--- src/rtl/mips_cpu_pkg.sv ---
// Shared encodings for the MIPS data-memory controller: access sizes and FSM states.
package mips_cpu_pkg;

  // op_size encodings presented by the execute stage
  localparam logic [1:0] SIZE_BYTE    = 2'b00;
  localparam logic [1:0] SIZE_HALF    = 2'b01;
  localparam logic [1:0] SIZE_WORD    = 2'b10;
  localparam logic [1:0] SIZE_WORD_UA = 2'b11;  // lwl/lwr: any address, loads only

  // Controller states; exposed on dbg_state_o for checkers
  typedef enum logic [1:0] {
    IDLE   = 2'd0,
    ACCESS = 2'd1,
    DONE   = 2'd2
  } dmem_state_e;

endpackage

--- src/rtl/mips_cpu_dmem_lanes.sv ---
// Combinational lane steering: byte enables, replicated store data and the
// misalignment decision for one load/store request.
module mips_cpu_dmem_lanes
  import mips_cpu_pkg::*;
(
  input  logic [1:0]  size_i,
  input  logic        is_store_i,
  input  logic [1:0]  addr_lo_i,
  input  logic [31:0] rt_i,
  output logic [3:0]  byteen_o,
  output logic [31:0] wdata_o,
  output logic        misaligned_o
);

  // Loads always read the full word; the merge stage picks the bytes it needs.
  always_comb begin
    byteen_o     = 4'b1111;
    wdata_o      = rt_i;
    misaligned_o = 1'b0;
    if (is_store_i) begin
      case (size_i)
        SIZE_BYTE: begin
          byteen_o = 4'b0001 << addr_lo_i;
          wdata_o  = {4{rt_i[7:0]}};
        end
        SIZE_HALF: begin
          byteen_o     = addr_lo_i[1] ? 4'b1100 : 4'b0011;
          wdata_o      = {2{rt_i[15:0]}};
          misaligned_o = addr_lo_i[0];
        end
        SIZE_WORD: begin
          misaligned_o = |addr_lo_i;
        end
        default: begin
          // unaligned word form exists for loads only
          misaligned_o = 1'b1;
        end
      endcase
    end else begin
      case (size_i)
        SIZE_HALF: misaligned_o = addr_lo_i[0];
        SIZE_WORD: misaligned_o = |addr_lo_i;
        default:   misaligned_o = 1'b0;
      endcase
    end
  end

endmodule

--- src/rtl/mips_cpu_dmem_ctrl.sv ---
// Data-memory access controller: accepts one load/store from execute, runs a
// single bus access with waitrequest handling and timeout, and returns the raw
// load word to the merge stage.
//
// Bus handshake: in ACCESS the strobe, address, byteenable and writedata are
// held constant; the access completes in the first ACCESS cycle where
// data_waitrequest=0, and data_readdata is taken in that same cycle.
module mips_cpu_dmem_ctrl
  import mips_cpu_pkg::*;
#(
  parameter int TIMEOUT = 255
) (
  input  logic        clk,
  input  logic        reset,
  input  logic        op_valid,
  input  logic        op_is_store,
  input  logic [1:0]  op_size,
  input  logic [31:0] op_addr,
  input  logic [31:0] op_wdata,
  output logic        stall,
  output logic [31:0] load_data,
  output logic [1:0]  load_addr_lo,
  output logic        load_valid,
  output logic        align_err,
  output logic        bus_timeout,
  output logic [31:0] data_address,
  output logic        data_read,
  output logic        data_write,
  output logic [3:0]  data_byteenable,
  output logic [31:0] data_writedata,
  input  logic        data_waitrequest,
  input  logic [31:0] data_readdata,
  output logic [1:0]  dbg_state_o
);

  localparam int CW = $clog2(TIMEOUT + 1);
  localparam logic [CW-1:0] WAIT_LAST = CW'(TIMEOUT - 1);

  dmem_state_e   state_q, state_d;
  logic [31:0]   addr_q, addr_d;
  logic          is_store_q, is_store_d;
  logic [3:0]    be_q, be_d;
  logic [31:0]   wdata_q, wdata_d;
  logic [CW-1:0] wait_cnt_q, wait_cnt_d;
  logic [31:0]   load_data_q, load_data_d;
  logic [1:0]    load_lo_q, load_lo_d;
  logic          align_err_q, align_err_d;
  logic          timeout_q, timeout_d;

  logic [3:0]    lane_be;
  logic [31:0]   lane_wdata;
  logic          lane_misaligned;
  logic          accept;

  mips_cpu_dmem_lanes u_lanes (
    .size_i       (op_size),
    .is_store_i   (op_is_store),
    .addr_lo_i    (op_addr[1:0]),
    .rt_i         (op_wdata),
    .byteen_o     (lane_be),
    .wdata_o      (lane_wdata),
    .misaligned_o (lane_misaligned)
  );

  assign accept = (state_q == IDLE) && op_valid && !lane_misaligned;

  // Next-state logic: accept in IDLE, wait/complete/abort in ACCESS, one DONE cycle.
  always_comb begin
    state_d     = state_q;
    addr_d      = addr_q;
    is_store_d  = is_store_q;
    be_d        = be_q;
    wdata_d     = wdata_q;
    wait_cnt_d  = wait_cnt_q;
    load_data_d = load_data_q;
    load_lo_d   = load_lo_q;
    align_err_d = 1'b0;
    timeout_d   = 1'b0;
    case (state_q)
      IDLE: begin
        if (op_valid) begin
          if (lane_misaligned) begin
            align_err_d = 1'b1;
          end else begin
            state_d    = ACCESS;
            addr_d     = op_addr;
            is_store_d = op_is_store;
            be_d       = lane_be;
            wdata_d    = lane_wdata;
            wait_cnt_d = '0;
          end
        end
      end
      ACCESS: begin
        if (data_waitrequest) begin
          wait_cnt_d = wait_cnt_q + CW'(1);
          if (wait_cnt_q == WAIT_LAST) begin
            // TIMEOUT-th wait cycle: give up, keep the previous load result
            state_d   = IDLE;
            timeout_d = 1'b1;
          end
        end else begin
          if (!is_store_q) begin
            load_data_d = data_readdata;
            load_lo_d   = addr_q[1:0];
          end
          state_d = DONE;
        end
      end
      DONE: begin
        state_d = IDLE;
      end
      default: begin
        state_d = IDLE;
      end
    endcase
  end

  // State register with synchronous active-low reset; reset discards any access.
  always_ff @(posedge clk) begin
    if (!reset) begin
      state_q     <= IDLE;
      addr_q      <= '0;
      is_store_q  <= 1'b0;
      be_q        <= '0;
      wdata_q     <= '0;
      wait_cnt_q  <= '0;
      load_data_q <= '0;
      load_lo_q   <= '0;
      align_err_q <= 1'b0;
      timeout_q   <= 1'b0;
    end else begin
      state_q     <= state_d;
      addr_q      <= addr_d;
      is_store_q  <= is_store_d;
      be_q        <= be_d;
      wdata_q     <= wdata_d;
      wait_cnt_q  <= wait_cnt_d;
      load_data_q <= load_data_d;
      load_lo_q   <= load_lo_d;
      align_err_q <= align_err_d;
      timeout_q   <= timeout_d;
    end
  end

  assign stall           = accept || (state_q == ACCESS);
  assign data_read       = (state_q == ACCESS) && !is_store_q;
  assign data_write      = (state_q == ACCESS) && is_store_q;
  assign data_byteenable = (state_q == ACCESS) ? be_q : 4'b0000;
  assign data_address    = {addr_q[31:2], 2'b00};
  assign data_writedata  = wdata_q;
  assign load_data       = load_data_q;
  assign load_addr_lo    = load_lo_q;
  assign load_valid      = (state_q == DONE) && !is_store_q;
  assign align_err       = align_err_q;
  assign bus_timeout     = timeout_q;
  assign dbg_state_o     = state_q;

endmodule

--- config.mk ---
export PLATFORM = sky130hd
export DESIGN_NAME = mips_cpu_dmem_ctrl
export DESIGN_NICKNAME = d
export VERILOG_FILES = /design/src/rtl/mips_cpu_pkg.sv /design/src/rtl/mips_cpu_dmem_lanes.sv /design/src/rtl/mips_cpu_dmem_ctrl.sv
export SDC_FILE = /design/constraint.sdc
export NUM_CORES = 1
export LEC_CHECK = 0
export CAP_MARGIN = 10
export CORE_ASPECT_RATIO = 0.9
export CORE_MARGIN = 2
export CORE_UTILIZATION = 45
export DETAILED_ROUTE_END_ITERATION = 7
export MAX_ROUTING_LAYER = met4
export PLACE_DENSITY = 0.85
export SLEW_MARGIN = 20
export SYNTH_ARGS = -nofsm -noshare
export SYNTH_HDL_FRONTEND = slang
export SYNTH_SLANG_ARGS = --single-unit
--- constraint.sdc ---
create_clock -name clk -period 4.9 [get_ports clk]
set_clock_uncertainty 0.05 [all_clocks]
set_input_delay 0.735 -clock clk [delete_from_list [all_inputs] [get_ports clk]]
set_output_delay 0.735 -clock clk [all_outputs]
set_load 0.05 [all_outputs]
==> impl_metrics.tcl, run 1 <==
set metrics [dict create \
    overflow 0 \
    ys_seq_area_share_pct 47.1 \
    slew_viol_final 0 \
    cp_data_required_time_ns 4.12 \
    areaGrowthSynthToFinish_pct 50.8 \
    ctsHoldBuffers 0 \
    critPathMaxFanout 15 \
    cts_htree_levels 4 \
    arrival_ns 3.10 \
    regToRegSetupSlack_ns 2.68 \
    cts_resized 0 \
    grt_usage_pct 24.2 \
    cts_root_buf "clkbuf_16" \
    holdWs_ns 0.402 \
    rsz0062_at_grt "no" \
    synth-seq-cells 115 \
    vias 4868 \
    r2r_cells 4 \
    grt_start_max_net_pins 83 \
    rows 36 \
    gp_congestion 0.843 \
    io_pins 213 \
    hold_path_class "flop to flop" \
    grt_pass1_vias 4592 \
    leakagePower_nw 2.69 \
    power_density_nw_per_um2 389 \
    min_period_over_period_pct 79.3 \
    tritoncts "built" \
    first_iter_violations 418 \
    dp.final_hpwl_mm 9.64 \
    cts_buffer_depth 2 \
    fin_nets 872 \
    cts_setup_buffers 0 \
    period_needed_ns 3.89 \
    syn_inst 605 \
    grt_first_pass_wirelength_mm 21.7 \
    antenna_cells 0 \
    maxCapViolCount 0 \
    die-area_sq_um 11700 \
    die_h_microns 103 \
    endpoint_kind "output port" \
    synthDistinctLibCells 42 \
    synth_area_per_cell_sq_um 8.07 \
    critPathCapture "stall" \
    cp-start-kind "input pin" \
    drc 0 \
    fmax_mhz 257 \
    die_w_microns 114 \
    tightestPinTransition_ns 1.11 \
    crit_type "input pin to output port" \
    worstSetupStartpoint "op_size[1]" \
    cts-buffers-inserted 17 \
    path_clk_slew_ns 0.05 \
    peakVddDrop_mv 0.180 \
    clkLatencyLatePin_ns 0.41 \
    drt-total-wl_mm 14.3 \
    relSlewSlack_pct 26.2 \
    portBuffers 210 \
    core_area_sq_um 10700 \
    viasPerCell 5.36 \
    start_util_pct 45.6 \
    firstDrtPassIters 6 \
    setup_viol 0 \
    syn_area_sq_um 4880 \
    drive_above_1_share_pct 6.44 \
    wl_per_cell_microns 15.7 \
    outcome "completed" \
    clock_sinks 115 \
    antenna_found_initial 0 \
    ys.warnings.count 0 \
    r2r_end "be_q[1]" \
    setup_tns_ns 0 \
    final_antenna_net_count 0 \
    hold_viol 0 \
    rr_startpoint "dbg_state_o[0]" \
]
[cell type report]
class                   count  area, sq um
clock buffers              22          474
clock inverters            10          130
inverters                   6         23.8
well taps                 133          166
fillers                   808         3350
repair buffers            215         2150
multi-input cells         408         2120
flip-flops and latches    115         2300
[worst min path at each step]
stage / endpoint / start / cells past startpoint
final: addr_q[9] / addr_q[9] / 2
after global routing: addr_q[9] / addr_q[9] / 2
after CTS: addr_q[9] / addr_q[9] / 2
after detailed placement: addr_q[9] / addr_q[9] / 2
after global placement: data_writedata[7] / data_writedata[7] / 2
after floorplan: wait_cnt_q[5] / wait_cnt_q[5] / 1
[metal layers]
| layer | GRT usage, % | share of wire (%) | vias up |
|---|---|---|---|
| met5 | - | 0 | - |
| met4 | 9.47 | 2.0 | 0 |
| met3 | 7.82 | 7.3 | 30 |
| met2 | 41.9 | 50 | 200 |
| met1 | 25.9 | 41 | 2306 |
| li1 | - | - | 2332 |
[worst max-delay path: stages]
cell and delay [ns]:
clkdlybuf4s50_1 0.45, inv_1 0.10, ha_1 0.53, o22ai_1 0.28, o211ai_4 0.23, nand2_1 0.07, clkdlybuf4s50_1 0.71
[registers in the layout, summed over array words and instances, names as in the netlist]
register / count
align_err: 1
data_writedata: 32
wait_cnt_q: 8
dbg_state_o: 2
load_data: 32
addr_q: 32
load_addr_lo: 2
be_q: 4
bus_timeout: 1
is_store_q: 1
[cells in the mapped netlist]
master,number,area share (%)
o21ai_0,5,0.51
and2_1,5,0.64
o22ai_1,1,0.13
a211oi_1,2,0.31
a21oi_1,81,8.3
a311oi_1,2,0.36
nand4_1,15,1.9
inv_1,6,0.46
nand2b_4,1,0.28
o2111a_1,1,0.23
nand2_1,179,14
and3b_1,1,0.18
a311oi_2,8,2.5
nor3_2,1,0.20
nor2_1,21,1.6
o32ai_1,1,0.18
a22o_1,8,1.4
buf_2,23,2.4
o211ai_2,1,0.26
xor2_1,1,0.18
conb_1,1,0.077
nor3b_2,1,0.26
a31oi_1,5,0.64
nor3b_1,1,0.15
nand2b_1,1,0.13
dfxtp_1,115,47
o211a_1,2,0.41
buf_4,33,5.1
clkbuf_1,17,1.3
nand3_1,31,3.2
nor3_1,11,1.1
ha_1,6,1.5
a221oi_1,4,0.72
and4_1,1,0.18
nand3b_1,1,0.15
nor2b_1,2,0.26
mux2i_1,1,0.20
o21a_1,1,0.15
nor4bb_1,1,0.20
o21ai_2,1,0.18
or3_1,2,0.26
buf_6,4,0.92
[metrics by stage]
stage | setup slack (ns) | cells | utilization [%] | total power (W) | area [sq um]
3_5_place_dp | 1.06 | 876 | 62.9 | 0.00162 | 6740
5_1_grt | 0.915 | 909 | 68.7 | 0.00296 | 7370
3_3_place_gp | 1.11 | 876 | 62.9 | 0.00161 | 6740
6_report | 1.01 | 909 | 68.7 | 0.00287 | 7370
4_1_cts | 1.07 | 908 | 68.5 | 0.00288 | 7340
2_1_floorplan | 2.07 | 606 | - | 0.00142 | 4890
[kinds of logic after synthesis]
group,Yosys count,share of synthesized area (%)
compound gates,123,16.3
xor+xnor,1,0.179
fa+ha+maj,6,1.54
buf+inv,83,10.1
flops,115,47.1
mux,1,0.205
other cells,1,0.0768
simple gates,275,24.5
[placed cells by master (no fill, tap or decap), types with 2 or more instances in the layout]
master / count
clkdlybuf4s50_1: 210
clkbuf_1: 2
a21oi_1: 81
and2_1: 5
dfxtp_1: 115
clkinv_2: 6
buf_4: 4
o21ai_0: 5
a311oi_1: 2
nand2_1: 179
a211oi_1: 2
nand4_1: 15
nor2_1: 21
a22o_1: 8
conb_1: 2
clkbuf_8: 3
a311oi_2: 8
bufinv_16: 3
or3_1: 2
nand3_1: 31
inv_1: 5
a221oi_1: 4
clkinvlp_4: 2
a31oi_1: 5
nor3_1: 11
nor2b_1: 2
clkbuf_16: 17
ha_1: 6
[power breakdown]
group          switching (W)  total (W)  leakage (nW)  internal (W)
clock               0.000420    0.00125         0.296      0.000834
sequential         0.0000341    0.00103         0.939      0.000993
combinational       0.000366   0.000585          1.46      0.000219
total               0.000820    0.00287          2.69       0.00205
No activity file was read; power rests on OpenSTA's default activity.
==> run 2: changes to the inputs <==
- CORE_UTILIZATION: 45 -> 38
- PLACE_DENSITY: 0.85 -> 0.76
- clock period: 4.9 -> 3.44 ns (I/O delays scaled with it)
==> run 2 against run 1 <==
Compared with the run above:
- power up 38%
- hold slack barely moved
- design area is 0.71% higher
- register-to-register slack worse by 1.1 ns
- combinational power up 45%
- critical path depth stayed put
- via count down 2.8%
- utilization down 10 points
- sequential share of layout area fell by 0.22 points
- largest cell class unchanged
- highest routed layer unchanged
==> impl_metrics.tcl, run 2 (synthesized netlist as in run 1, its figures left out) <==
set metrics [dict create \
    cts_resized 0 \
    top_layer_used "met4" \
    regArea_sq_um 2300 \
    fill_cells 1052 \
    p_clk_share_pct 41.7 \
    r2r_cells 6 \
    path_delay_family "buffers and inverters" \
    drt-total-wl_mm 14.4 \
    ctsHoldBuffers 0 \
    grt_first_pass_wirelength_mm 22.5 \
    die-area_sq_um 13800 \
    overflow 0 \
    min_to "load_data[6]" \
    tightestPinTransition_ns 0.619 \
    regToRegSetupSlack_ns 1.58 \
    clkLatencyLatePin_ns 0.40 \
    multi_input_area_sq_um 2120 \
    start_util_pct 38.6 \
    dp.final_hpwl_mm 10.2 \
    setup_viol 0 \
    endpoint_kind "output port" \
    final_area_sq_um 7420 \
    wl_per_cell_microns 15.2 \
    wl_met2_mm 7.12 \
    min_period_over_period_pct 80.9 \
    rsz0062_at_grt "no" \
    cts-buffers-inserted 17 \
    gp_congestion 0.814 \
    antenna_found_initial 1 \
    p_sw_share_pct 29.5 \
    max_stage_delay_ns 0.51 \
    power_density_nw_per_um2 534 \
    cp_slowest_cell "clkdlybuf4s50_1" \
    io_pins 213 \
    grt_start_max_net_pins 62 \
    cp-start-kind "input pin" \
    maxCapViolCount 0 \
    fmax_mhz 360 \
    core_area_sq_um 12600 \
    grt_usage_pct 21.5 \
    hold_start "load_data[6]" \
    cts_root_buf "clkbuf_16" \
    vias 4733 \
    comb_power_share_pct 21.5 \
    cts_htree_levels 4 \
    firstDrtPassIters 5 \
    seq_power_share_pct 36.8 \
    viasPerCell 4.99 \
    peakVddDrop_mv 0.362 \
    wl_met1_mm 6.10 \
    rr_startpoint "dbg_state_o[0]" \
    hold_depth 2 \
    final_antenna_net_count 0 \
    final_cell_mix "clkdlybuf4s50_1, nand2_1, dfxtp_1" \
    p_sw_w 0.00117 \
    cp_data_required_time_ns 2.87 \
    path_cells "clkdlybuf4s50_1 -> inv_1 -> ha_1 -> a21oi_1 -> o211ai_4 -> nand2_1 -> buf_4" \
    wl_met3_microns 914 \
    setup_tns_ns 0 \
    slew_viol_final 0 \
    crit_buf_inv 3 \
    rows 39 \
    drc 0 \
    final_common_cell "clkdlybuf4s50_1" \
    first_iter_violations 201 \
    period_needed_ns 2.78 \
    dp_slack_ns 0.585 \
    leakagePower_nw 2.70 \
    fin_nets 879 \
    cts_setup_buffers 0 \
    hold_viol 0 \
    critPathMaxFanout 4 \
    areaGrowthSynthToFinish_pct 51.9 \
    drive_above_1_share_pct 7.15 \
    hold_path_class "flop to flop" \
    crit_type "input pin to output port" \
    grt_pass1_vias 4587 \
    arrival_ns 2.22 \
    tritoncts "built" \
    die_w_microns 124 \
    die_h_microns 112 \
    intPower_w 0.00280 \
    relSlewSlack_pct 58.7 \
    path_clk_slew_ns 0.05 \
    cts_buffer_depth 2 \
    clock_sinks 115 \
    r2r_end "be_q[1]" \
    setup_ws_ns 0.659 \
    place_area_sq_um 6860 \
    holdWs_ns 0.402 \
    portBuffers 210 \
    outcome "completed" \
    critical_path_depth 7 \
]
-- run 2: area by class of cell --
cell class | instances | share of cell area (%)
tap | 164 | 2.77
multi-input combinational | 408 | 28.5
inverter | 6 | 0.320
antenna | 1 | 0.0337
clock inverter | 10 | 1.48
sequential | 115 | 31.0
timing repair buffer | 222 | 29.9
clock buffer | 22 | 5.99
-- run 2: stage by stage --
stage          power (W)  util [%]  std cells
6_report         0.00396      58.7        948
3_5_place_dp     0.00233      54.3        915
2_1_floorplan    0.00203         -        606
3_3_place_gp     0.00232      54.3        915
5_1_grt          0.00412      58.7        948
4_1_cts          0.00400      58.7        947
-- run 2: worst max path at each step --
stage                         from         end  slack (ns)
floorplan           dbg_state_o[1]  load_valid        0.93
global placement        op_size[0]     be_q[3]        0.69
detailed placement      op_size[0]     be_q[1]        0.59
CTS                     op_size[0]       stall        0.66
global route            op_size[0]       stall        0.54
finish                  op_size[0]       stall        0.66
-- run 2: power groups by stage --
stage,sequential [W],clock (W),combinational (W)
finish,0.00146,0.00165,0.000850
global route,0.00147,0.00175,0.000900
CTS,0.00146,0.00169,0.000853
detailed placement,0.00149,0,0.000848
global placement,0.00148,0,0.000836
floorplan,0.00164,0,0.000384
-- run 2: layer usage --
layer	up-vias	track usage, %
met1	2195	25.0
met5	-	-
met4	0	9.09
met2	176	34.1
met3	19	6.51
li1	2343	-
-- run 2: tightest hold or removal path, stage by stage (launching register included) --
cell and delay, ns:
dfxtp_1 0.30, nand2_1 0.05, a21oi_1 0.05
